File: config.mk
export PLATFORM = sky130hd
export DESIGN_NAME = alu_req_arbiter
export DESIGN_NICKNAME = d
export VERILOG_FILES = /design/src/rtl/alu_req_arbiter.sv
export SDC_FILE = /design/constraint.sdc
export NUM_CORES = 1
export LEC_CHECK = 0
export CAP_MARGIN = 0
export CORE_ASPECT_RATIO = 2
export CORE_UTILIZATION = 44
export CTS_CLUSTER_DIAMETER = 80
export CTS_CLUSTER_SIZE = 14
export DETAILED_ROUTE_END_ITERATION = 10
export PLACE_DENSITY = 0.84
export SLEW_MARGIN = 20
export SYNTH_ARGS = -nofsm -noshare
export SYNTH_HDL_FRONTEND = slang
export SYNTH_SLANG_ARGS = --single-unit
File: constraint.sdc
create_clock -name clk -period 5 [get_ports clk]
set_input_delay 0.75 -clock clk [delete_from_list [all_inputs] [get_ports clk]]
set_output_delay 0.75 -clock clk [all_outputs]
set_load 0.05 [all_outputs]
File: src/rtl/alu_req_arbiter.sv
// Two-requester front end for the shared 8-bit add/subtract ALU.
// Picks one requester at a time (round-robin when both ask), drives the ALU
// control strobes for one operation, and returns the sum plus the flags the
// ALU latched for that operation.
module alu_req_arbiter #(
  parameter int DATA_W    = 8,
  parameter int PRIO_INIT = 0
) (
  input  logic              clk,
  input  logic              rst,
  input  logic              req0_valid,
  output logic              req0_ready,
  input  logic [1:0]        req0_op,
  input  logic [DATA_W-1:0] req0_a,
  input  logic [DATA_W-1:0] req0_b,
  input  logic              req1_valid,
  output logic              req1_ready,
  input  logic [1:0]        req1_op,
  input  logic [DATA_W-1:0] req1_a,
  input  logic [DATA_W-1:0] req1_b,
  output logic              rsp_valid,
  input  logic              rsp_ready,
  output logic              rsp_id,
  output logic [DATA_W-1:0] rsp_result,
  output logic              rsp_cf,
  output logic              rsp_zf,
  output logic [DATA_W-1:0] alu_a,
  output logic [DATA_W-1:0] alu_b,
  output logic              alu_sub,
  output logic              alu_sumout,
  output logic              alu_flagsin,
  input  logic [DATA_W-1:0] alu_out,
  input  logic              alu_cf,
  input  logic              alu_zf
);

  localparam logic [1:0] OP_ADD   = 2'b00;
  localparam logic [1:0] OP_SUB   = 2'b01;
  localparam logic [1:0] OP_CMP   = 2'b10;
  localparam logic [1:0] OP_FLAGS = 2'b11;

  typedef enum logic [1:0] {
    IDLE,
    EXEC,
    CAPT,
    RESP
  } state_t;

  state_t              state_q, state_d;
  logic                prio_q, prio_d;
  logic [1:0]          op_q, op_d;
  logic [DATA_W-1:0]   a_q, a_d;
  logic [DATA_W-1:0]   b_q, b_d;
  logic                id_q, id_d;
  logic [DATA_W-1:0]   result_q, result_d;
  logic                cf_q, cf_d;
  logic                zf_q, zf_d;

  logic                grant;
  logic                grantValid;
  logic [1:0]          selOp;
  logic [DATA_W-1:0]   selA;
  logic [DATA_W-1:0]   selB;

  // Choose a winner while idle; on contention prio_q names the favoured requester.
  always_comb begin
    grant      = 1'b0;
    grantValid = 1'b0;
    if (state_q == IDLE) begin
      if (req0_valid && req1_valid) begin
        grant      = prio_q;
        grantValid = 1'b1;
      end else if (req0_valid) begin
        grant      = 1'b0;
        grantValid = 1'b1;
      end else if (req1_valid) begin
        grant      = 1'b1;
        grantValid = 1'b1;
      end
    end
  end

  assign req0_ready = grantValid && !grant;
  assign req1_ready = grantValid && grant;

  assign selOp = grant ? req1_op : req0_op;
  assign selA  = grant ? req1_a  : req0_a;
  assign selB  = grant ? req1_b  : req0_b;

  // Sequence one operation: accept, drive the ALU for one cycle, collect flags, hand back.
  always_comb begin
    state_d     = state_q;
    prio_d      = prio_q;
    op_d        = op_q;
    a_d         = a_q;
    b_d         = b_q;
    id_d        = id_q;
    result_d    = result_q;
    cf_d        = cf_q;
    zf_d        = zf_q;
    alu_a       = '0;
    alu_b       = '0;
    alu_sub     = 1'b0;
    alu_sumout  = 1'b0;
    alu_flagsin = 1'b0;
    rsp_valid   = 1'b0;

    case (state_q)
      IDLE: begin
        if (grantValid) begin
          op_d     = selOp;
          a_d      = selA;
          b_d      = selB;
          id_d     = grant;
          prio_d   = !grant;
          result_d = '0;
          state_d  = (selOp == OP_FLAGS) ? CAPT : EXEC;
        end
      end
      EXEC: begin
        alu_a       = a_q;
        alu_b       = b_q;
        alu_sub     = (op_q == OP_SUB) || (op_q == OP_CMP);
        alu_sumout  = (op_q == OP_ADD) || (op_q == OP_SUB);
        alu_flagsin = 1'b1;
        if (op_q != OP_CMP) begin
          result_d = alu_out;
        end
        state_d = CAPT;
      end
      CAPT: begin
        cf_d    = alu_cf;
        zf_d    = alu_zf;
        state_d = RESP;
      end
      RESP: begin
        rsp_valid = 1'b1;
        if (rsp_ready) begin
          state_d = IDLE;
        end
      end
      default: begin
        state_d = IDLE;
      end
    endcase
  end

  // State and captured request/response registers; reset drops any operation in flight.
  always_ff @(posedge clk or posedge rst) begin
    if (rst) begin
      state_q  <= IDLE;
      prio_q   <= (PRIO_INIT != 0);
      op_q     <= OP_ADD;
      a_q      <= '0;
      b_q      <= '0;
      id_q     <= 1'b0;
      result_q <= '0;
      cf_q     <= 1'b0;
      zf_q     <= 1'b0;
    end else begin
      state_q  <= state_d;
      prio_q   <= prio_d;
      op_q     <= op_d;
      a_q      <= a_d;
      b_q      <= b_d;
      id_q     <= id_d;
      result_q <= result_d;
      cf_q     <= cf_d;
      zf_q     <= zf_d;
    end
  end

  assign rsp_id     = id_q;
  assign rsp_result = result_q;
  assign rsp_cf     = cf_q;
  assign rsp_zf     = zf_q;

endmodule
After elaboration in Yosys (flattened, before gate mapping)
Cells that the tools add are included.
{"block": "totals", "input_bits": 51, "output_inout_bits": 33, "elab_cells": 54, "reg_bits": 32}
{"block": "classes", "n_mux": 23, "reduce_logical": 12, "eq_ne": 10}
{"cell": "8-bit 2-to-1 mux", "n": 6}
{"cell": "8-bit case mux with 2 select lines", "n": 1}
{"cell": "1-bit 2-to-1 mux", "n": 11}
{"cell": "2-bit == test, second input constant", "n": 4}
{"cell": "2-bit 2-to-1 mux", "n": 4}
{"cell": "2-bit != test, second input constant", "n": 4}
{"cell": "2-bit case mux with 4 select lines", "n": 1}
{"cell": "2-bit by 1-bit == test with 1-bit output, second input constant", "n": 2}
{"cell": "2-bit logical NOT", "n": 2}
{"cell": "2-bit AND reduction", "n": 2}
{"cell": "1-bit logical AND", "n": 3}
{"cell": "3-bit AND reduction", "n": 1}
{"cell": "1-bit logical OR", "n": 2}
{"cell": "2-bit nonzero test", "n": 1}
{"cell": "1-bit logical NOT", "n": 1}

Depth between registers and ports, before layout
Gate-level depths: netlist of run 1.
{"block": "logic_depth", "ltp_word": 9, "ltp_mapped": 7}

Worst setup path before layout of run 1
No wires, ideal clock.
{"block": "synth_path", "kind": "reg-to-output", "startpoint": "reg state_q[1]", "endpoint": "out alu_a[7]", "slack_ns": 2.349, "arrival_ns": 1.901, "n_path_buf": 2, "required_time_ns": 4.250, "stages_incl_launch_ff": 6, "cell_sequence": "dfrtp_1 -> inv_1 -> ha_1 -> buf_2 -> clkbuf_1 -> and2_1"}
{"block": "synth_between", "elab_chain_len": 2}
{"item": "start: declaration", "line_no": "49", "source": "state_t state_q, state_d;"}
{"item": "start signal: assignment", "line_no": "161", "source": "state_q <= state_d;"}
{"item": "2-bit by 1-bit == test with 1-bit output", "line_no": "108", "source": "case (state_q)"}
{"item": "8-bit 2-to-1 mux", "line_no": "108"}
{"item": "end: declaration", "line_no": "27", "source": "output logic [DATA_W-1:0] alu_a,"}
No other way between the ends.

Worst setup path in the final report of run 1
{"block": "layout_path", "startpoint": "in req1_valid", "endpoint": "out req1_ready"}
{"block": "layout_between", "elab_chain_len": 5}
{"item": "start: declaration", "line_no": "16", "source": "input logic req1_valid,"}
{"item": "1-bit 2-to-1 mux", "line_no": "76", "source": "end else if (req1_valid) begin"}
{"item": "1-bit 2-to-1 mux", "line_no": "73", "source": "end else if (req0_valid) begin"}
{"item": "1-bit 2-to-1 mux", "line_no": "70", "source": "if (req0_valid && req1_valid) begin"}
{"item": "1-bit 2-to-1 mux", "line_no": "69", "source": "if (state_q == IDLE) begin"}
{"item": "1-bit logical AND *", "line_no": "84", "source": "assign req1_ready = grantValid && grant;"}
{"item": "end: declaration", "line_no": "17", "source": "output logic req1_ready,"}
Every way passes the cells marked *; elsewhere a longest branch is shown, timed or not.

==> results.txt, run 1 <==
Die Footprint: 4238 um2
Via count: 1639
Hold Vio Cnt, Final: 0
Hold Slack: 489.5 ps
Final ANT Viol Nets: 0
Critical Path Start Type: primary input
PortBufs: 83
Gr ovfl total: 0
Crit-path cells: clkdlybuf4s50_1, and2_1, and2_1, clkdlybuf4s50_1
Post-synthesis register bit count: 32
DRC: 0
Filler cells: 296
RSZ-0062 raised after global routing: false
CP required: 4250 ps
Fraction of registers with async set/reset: 100.0%
MaxCap Viol Count: 0
GRT Overall Usage: 23.76%
Distinct cells, synth: 29
DP HPWL: 3.357 mm
Io pins: 84
Slew @ Worst Pin: 973.1 ps
Initial Utilization: 45.89%
Global-route wire length before repair: 7.148 mm
WL final: 4.522 mm
Post-layout min period: 3780 ps
GR Layer Usage met3: 4.175%
Clock slew at reported path FFs: 60 ps
CTS resizes: 0
Peak supply drop: 328.0 uV
Met2 Track Usage GR: 38.54%
Initial antenna violation count: 0
P&R area growth vs syn: 55.13%
Rows: 32
Power Density: 658.6 nW/um2
Clock root cell: clkbuf_8
Syn nets: 241
Largest net degree at the start of global routing: 33
Normalized max-slew margin: 35.13%
Synth Instances: 183
Netlist Area Pre-Place: 1745 um2
Final setup viols: 0
CP Max Fanout: 20
Most common cell in the netlist: nand2_1
Outcome: finished clean
TritonCTS clock tree: yes
Die extent in y: 91.07 um
Largest family of logic cells by synthesized area: simple AND/OR/NAND/NOR gates
WP data arrival: 3030 ps
Placeable Area: 3804 um2
Synth Area in Compound Gates: 13.91%
Hold Path Class: flip-flop to flip-flop
Fin nets: 323
RePlAce Congestion: 0.7745
Synth area leaders: dfrtp_1 (46%), nand2_1 (7.1%), and2_1 (6.8%)
Post-CTS setup buffers: 0
Top-area cell type share of the netlist area: 45.88%
Fin. max-slew vios: 0
Bufs on Longest Clock Path: 2
Layout cell share with drive strength beyond 1: 6.767%
Primary FF master, synth: dfrtp_1
Synth Area in Adders: 5.018%
Most area-hungry cell type in the Yosys netlist: dfrtp_1
Mux contribution to synthesized area: 5.878%
Skew final: 5.208 ps
EDFF count, synth: 0
WL per Instance: 14.26 um
Global routing's busiest layer: met2
Top post-synthesis cells by count: nand2_1 (33), dfrtp_1 (32), and2_1 (19), inv_1 (14)
Synth Area in XOR/XNOR: 0%
Slowest cell on crit path: clkdlybuf4s50_1
Synth Warn #: 0
Post-synthesis sequential area ratio: 45.88%
Clock Latency Late Sink: 290 ps
Setup TNS Final: 0 ps
Met1 global-route usage: 25.84%
CTS sink cnt: 32
Detailed Route Iter0 Violations: 30
Leak Pwr: 0.001165 uW
Layout Cells excl Fill: 317
Placed cells: 309
Fmax: 264.5 MHz
1st-pass router iterations: 4
CTS hold repair buffers: 0
Vias in the first global route: 1593
Die width: 46.54 um
DR vias/cell: 5.170
Crit Path Class: primary input to output port
Syn Area/Cell: 9.538 um2
Ant diodes: 0
Tcrit/Tclk final: 75.61%
Slowest stage delay, CP: 810 ps
Critical Path Sink Type: output port
Inserted Clock Buffers: 5
Simple-Gate Fraction of Synth Area: 23.15%
H-tree depth: 2
-- per-layer routing --
metal  routed length (um)  share of wire [%]
met1                 1631                 36
met2                 2494                 55
met3                  179                4.0
met4                  216                4.8
met5                    0                  0
-- final timing paths --
kind | start | slack (ps) | cells past startpoint | end
setup / recovery | req1_valid | 1220 | 4 | req1_ready
hold / removal | b_q[6]$_DFFE_PP0P_ | 490 | 2 | b_q[6]$_DFFE_PP0P_
setup reg to reg | state_q[1]$_DFFE_PP0P_ | 2640 | 5 | rsp_result[3]$_DFFE_PP0P_
hold reg to reg | b_q[6]$_DFFE_PP0P_ | 490 | 2 | b_q[6]$_DFFE_PP0P_
max in group asynchronous | rst | 3860 | 3 | rsp_result[3]$_DFFE_PP0P_
min in group asynchronous | rst | 850 | 3 | rsp_result[5]$_DFFE_PP0P_
-- cells by family after synthesis --
logic type	after synthesis
mux	10
compound gates	28
buf+inv	26
fa+ha+maj	7
flops	32
simple gates	80
-- per-stage QoR --
| step | total power [uW] | util [%] | cell area (um2) | setup slack (ps) |
|---|---|---|---|---|
| global route | 1891 | 71.18 | 2708 | 1131 |
| floorplan | 1254 | - | 1745 | 2349 |
| CTS | 1797 | 71.18 | 2708 | 1232 |
| detailed placement | 1589 | 68.75 | 2615 | 1236 |
| finish | 1783 | 71.18 | 2708 | 1220 |
| global placement | 1565 | 68.75 | 2615 | 1303 |
-- layout by cell type, fill, tap and decap left out, types with 6 or more instances in the layout --
cell type        Yosys  routed
nand2_1             33      33
and2_1              19      19
mux2i_1              8       8
o211ai_1            12      12
clkdlybuf4s50_1      0      83
and3_1               6       6
dfrtp_1             32      32
ha_1                 7       7
a221o_1              7       7
nand3_1             12      12
inv_1               14      14
clkbuf_8             0       6
-- final cells by class --
| type | count | area [um2] | area share, % |
|---|---|---|---|
| timing repair buffer | 87 | 860.8 | 31.79 |
| multi-input combinational | 125 | 837.1 | 30.91 |
| sequential | 32 | 800.8 | 29.57 |
| clock buffer | 6 | 82.58 | 3.050 |
| tap | 51 | 63.81 | 2.357 |
| inverter | 14 | 52.55 | 1.941 |
| clock inverter | 2 | 10.01 | 0.3697 |
-- registers in the layout, summed over array words and instances (netlist names) --
signal      cells
state_q         2
rsp_cf          1
rsp_result      8
a_q             8
op_q            2
b_q             8
prio_q          1
rsp_zf          1
rsp_id          1
-- critical path, delay by kind of cell --
family	cells	cell delay (ps)
buffers and inverters	2	1430
AND/OR/NAND/NOR	2	840
-- power breakdown --
group | internal, uW | switching (uW) | total, uW
Combinational | 429 | 694 | 1120
Sequential | 388 | 67.4 | 455
Clock | 110 | 95.1 | 205
Total | 927 | 857 | 1780
Power figures use the tool's default switching activity.
==> run 2: changes to the inputs <==
CORE_UTILIZATION = 37   (was 44)
PLACE_DENSITY = 0.75   (was 0.84)
clock period = 3.4 ns   (was 5 ns; I/O delays follow)
==> run 2 against run 1 <==
Net effect: combinational power up 49%; die area rose by 18%; global-route usage down 3.5 points; clock skew grew 1.1 ps; sequential cell count unchanged; power up 48%; sequential share of layout area is 0.27 points lower; sequential power is 47% higher; via count decreased by 2.7%; critical path type is now flip-flop to output port; largest power group unchanged; highest routed layer unchanged.
==> results.txt, run 2 (synthesis gave the netlist of run 1 again) <==
Critical Path Sink Type: output port
Layout cell share with drive strength beyond 1: 7.463%
1st-pass router iterations: 4
Power Density: 964.7 nW/um2
Hold path cells: 2
Hold Vio Cnt, Final: 0
Clock Latency Late Sink: 280 ps
Global-route wire length before repair: 7.562 mm
Io pins: 84
WL final: 4.432 mm
Inserted Clock Buffers: 5
DR vias/cell: 4.935
Worst r2r dst: rsp_result[7]$_DFFE_PP0P_
Gr ovfl total: 0
P&R area growth vs syn: 56.56%
Skew final: 6.302 ps
Hold Path Class: flip-flop to flip-flop
Post-CTS setup buffers: 0
DRC: 0
Normalized max-slew margin: 35.65%
Clock slew at reported path FFs: 60 ps
Rows: 35
Reg-to-reg slack, setup: 1110 ps
Initial antenna violation count: 0
Vias in the first global route: 1625
CP required: 2890 ps
H-tree depth: 2
Slew @ Worst Pin: 959.3 ps
RePlAce Congestion: 0.7235
MaxCap Viol Count: 0
Die Footprint: 5013 um2
Worst r2r path cells: 5
Fin nets: 325
Crit Path Class: flip-flop to output port
TritonCTS clock tree: yes
Leak Pwr: 0.001172 uW
CTS resizes: 0
Final setup viols: 0
Ant diodes: 0
RSZ-0062 raised after global routing: false
WL per Instance: 13.72 um
Detailed Route Iter0 Violations: 9
GRT Overall Usage: 20.27%
Die extent in y: 99.13 um
Tcrit/Tclk final: 92.19%
Commonest non-fill, non-tap cell in the layout: clkdlybuf4s50_1
Setup TNS Final: 0 ps
Worst hold endpoint: a_q[0]$_DFFE_PP0P_
Final ANT Viol Nets: 0
Die width: 50.57 um
Fin. max-slew vios: 0
CTS sink cnt: 32
Bufs on Longest Clock Path: 2
PortBufs: 83
Peak supply drop: 445.1 uV
Initial Utilization: 38.32%
Fmax: 319.0 MHz
Commonest cells after routing, fill and taps aside: clkdlybuf4s50_1 (81), nand2_1 (33), dfrtp_1 (32)
Clock root cell: clkbuf_8
Via count: 1594
Critical Path Start Type: flip-flop
Largest net degree at the start of global routing: 30
Hold path start: a_q[0]$_DFFE_PP0P_
CTS hold repair buffers: 0
Outcome: finished clean
R2r startpoint: state_q[1]$_DFFE_PP0P_
Placeable Area: 4554 um2
Post-layout min period: 3134 ps
CP Launch Point: state_q[1]$_DFFE_PP0P_
Hold Slack: 487.4 ps
WP data arrival: 2620 ps
DP HPWL: 3.416 mm
CP Max Fanout: 29
==> run 2: cell types whose count changed in the layout (fill, tap and decap cells not counted) <==
cell / change
clkinv_2: -2
clkdlybuf4s50_1: -2
clkbuf_1: +2
inv_1: -1
clkinv_1: +1
buf_4: +3
buf_12: +1
==> run 2: layout make-up <==
class	instances	area (um2)
repair buffers	89	883.3
clock buffers	8	90.09
fillers	422	1822
flip-flops and latches	32	800.8
inverters	14	52.55
multi-input cells	125	837.1
well taps	55	68.82
==> run 2: worst max-delay path by stage <==
stage          slack, ps  cells after the start  endpoint
6_report             270                      4  alu_a[3]
5_1_grt              100                      4  alu_a[3]
4_1_cts              190                      4  alu_a[3]
3_5_place_dp         520                      4  alu_a[3]
3_3_place_gp         590                      4  alu_a[3]
2_1_floorplan        990                      5  alu_a[7]
==> run 2: critical path, cell delays in order (launching register included) <==
cell and delay, ps:
dfrtp_1 420, inv_1 90, ha_1 760, and2_1 240
clkdlybuf4s50_1 810
==> run 2: power breakdown <==
part,switching [uW],internal [uW]
clock network,129,165
logic,1020,649
registers,98.4,570
total,1250,1380
==> run 2: stage by stage <==
stage / instance area (um2) / power (uW) / cells / worst slack [ps] / utilization [%]
after floorplan: 1745 / 1845 / 183 / 989.4 / -
after global placement: 2643 / 2331 / 315 / 587.1 / 58.02
after detailed placement: 2643 / 2373 / 315 / 524.1 / 58.02
after CTS: 2733 / 2674 / 323 / 191.6 / 60.00
after global routing: 2733 / 2818 / 323 / 95.04 / 60.00
final: 2733 / 2636 / 323 / 265.5 / 60.00
==> run 2: per-layer routing <==
layer / vias to the layer above / GRT usage, % / wire length (um)
met5: - / 0 / 0
met4: 0 / 10.68 / 110
met2: 55 / 37.23 / 2586
li1: 787 / - / -
met3: 9 / 2.905 / 171
met1: 743 / 21.39 / 1564
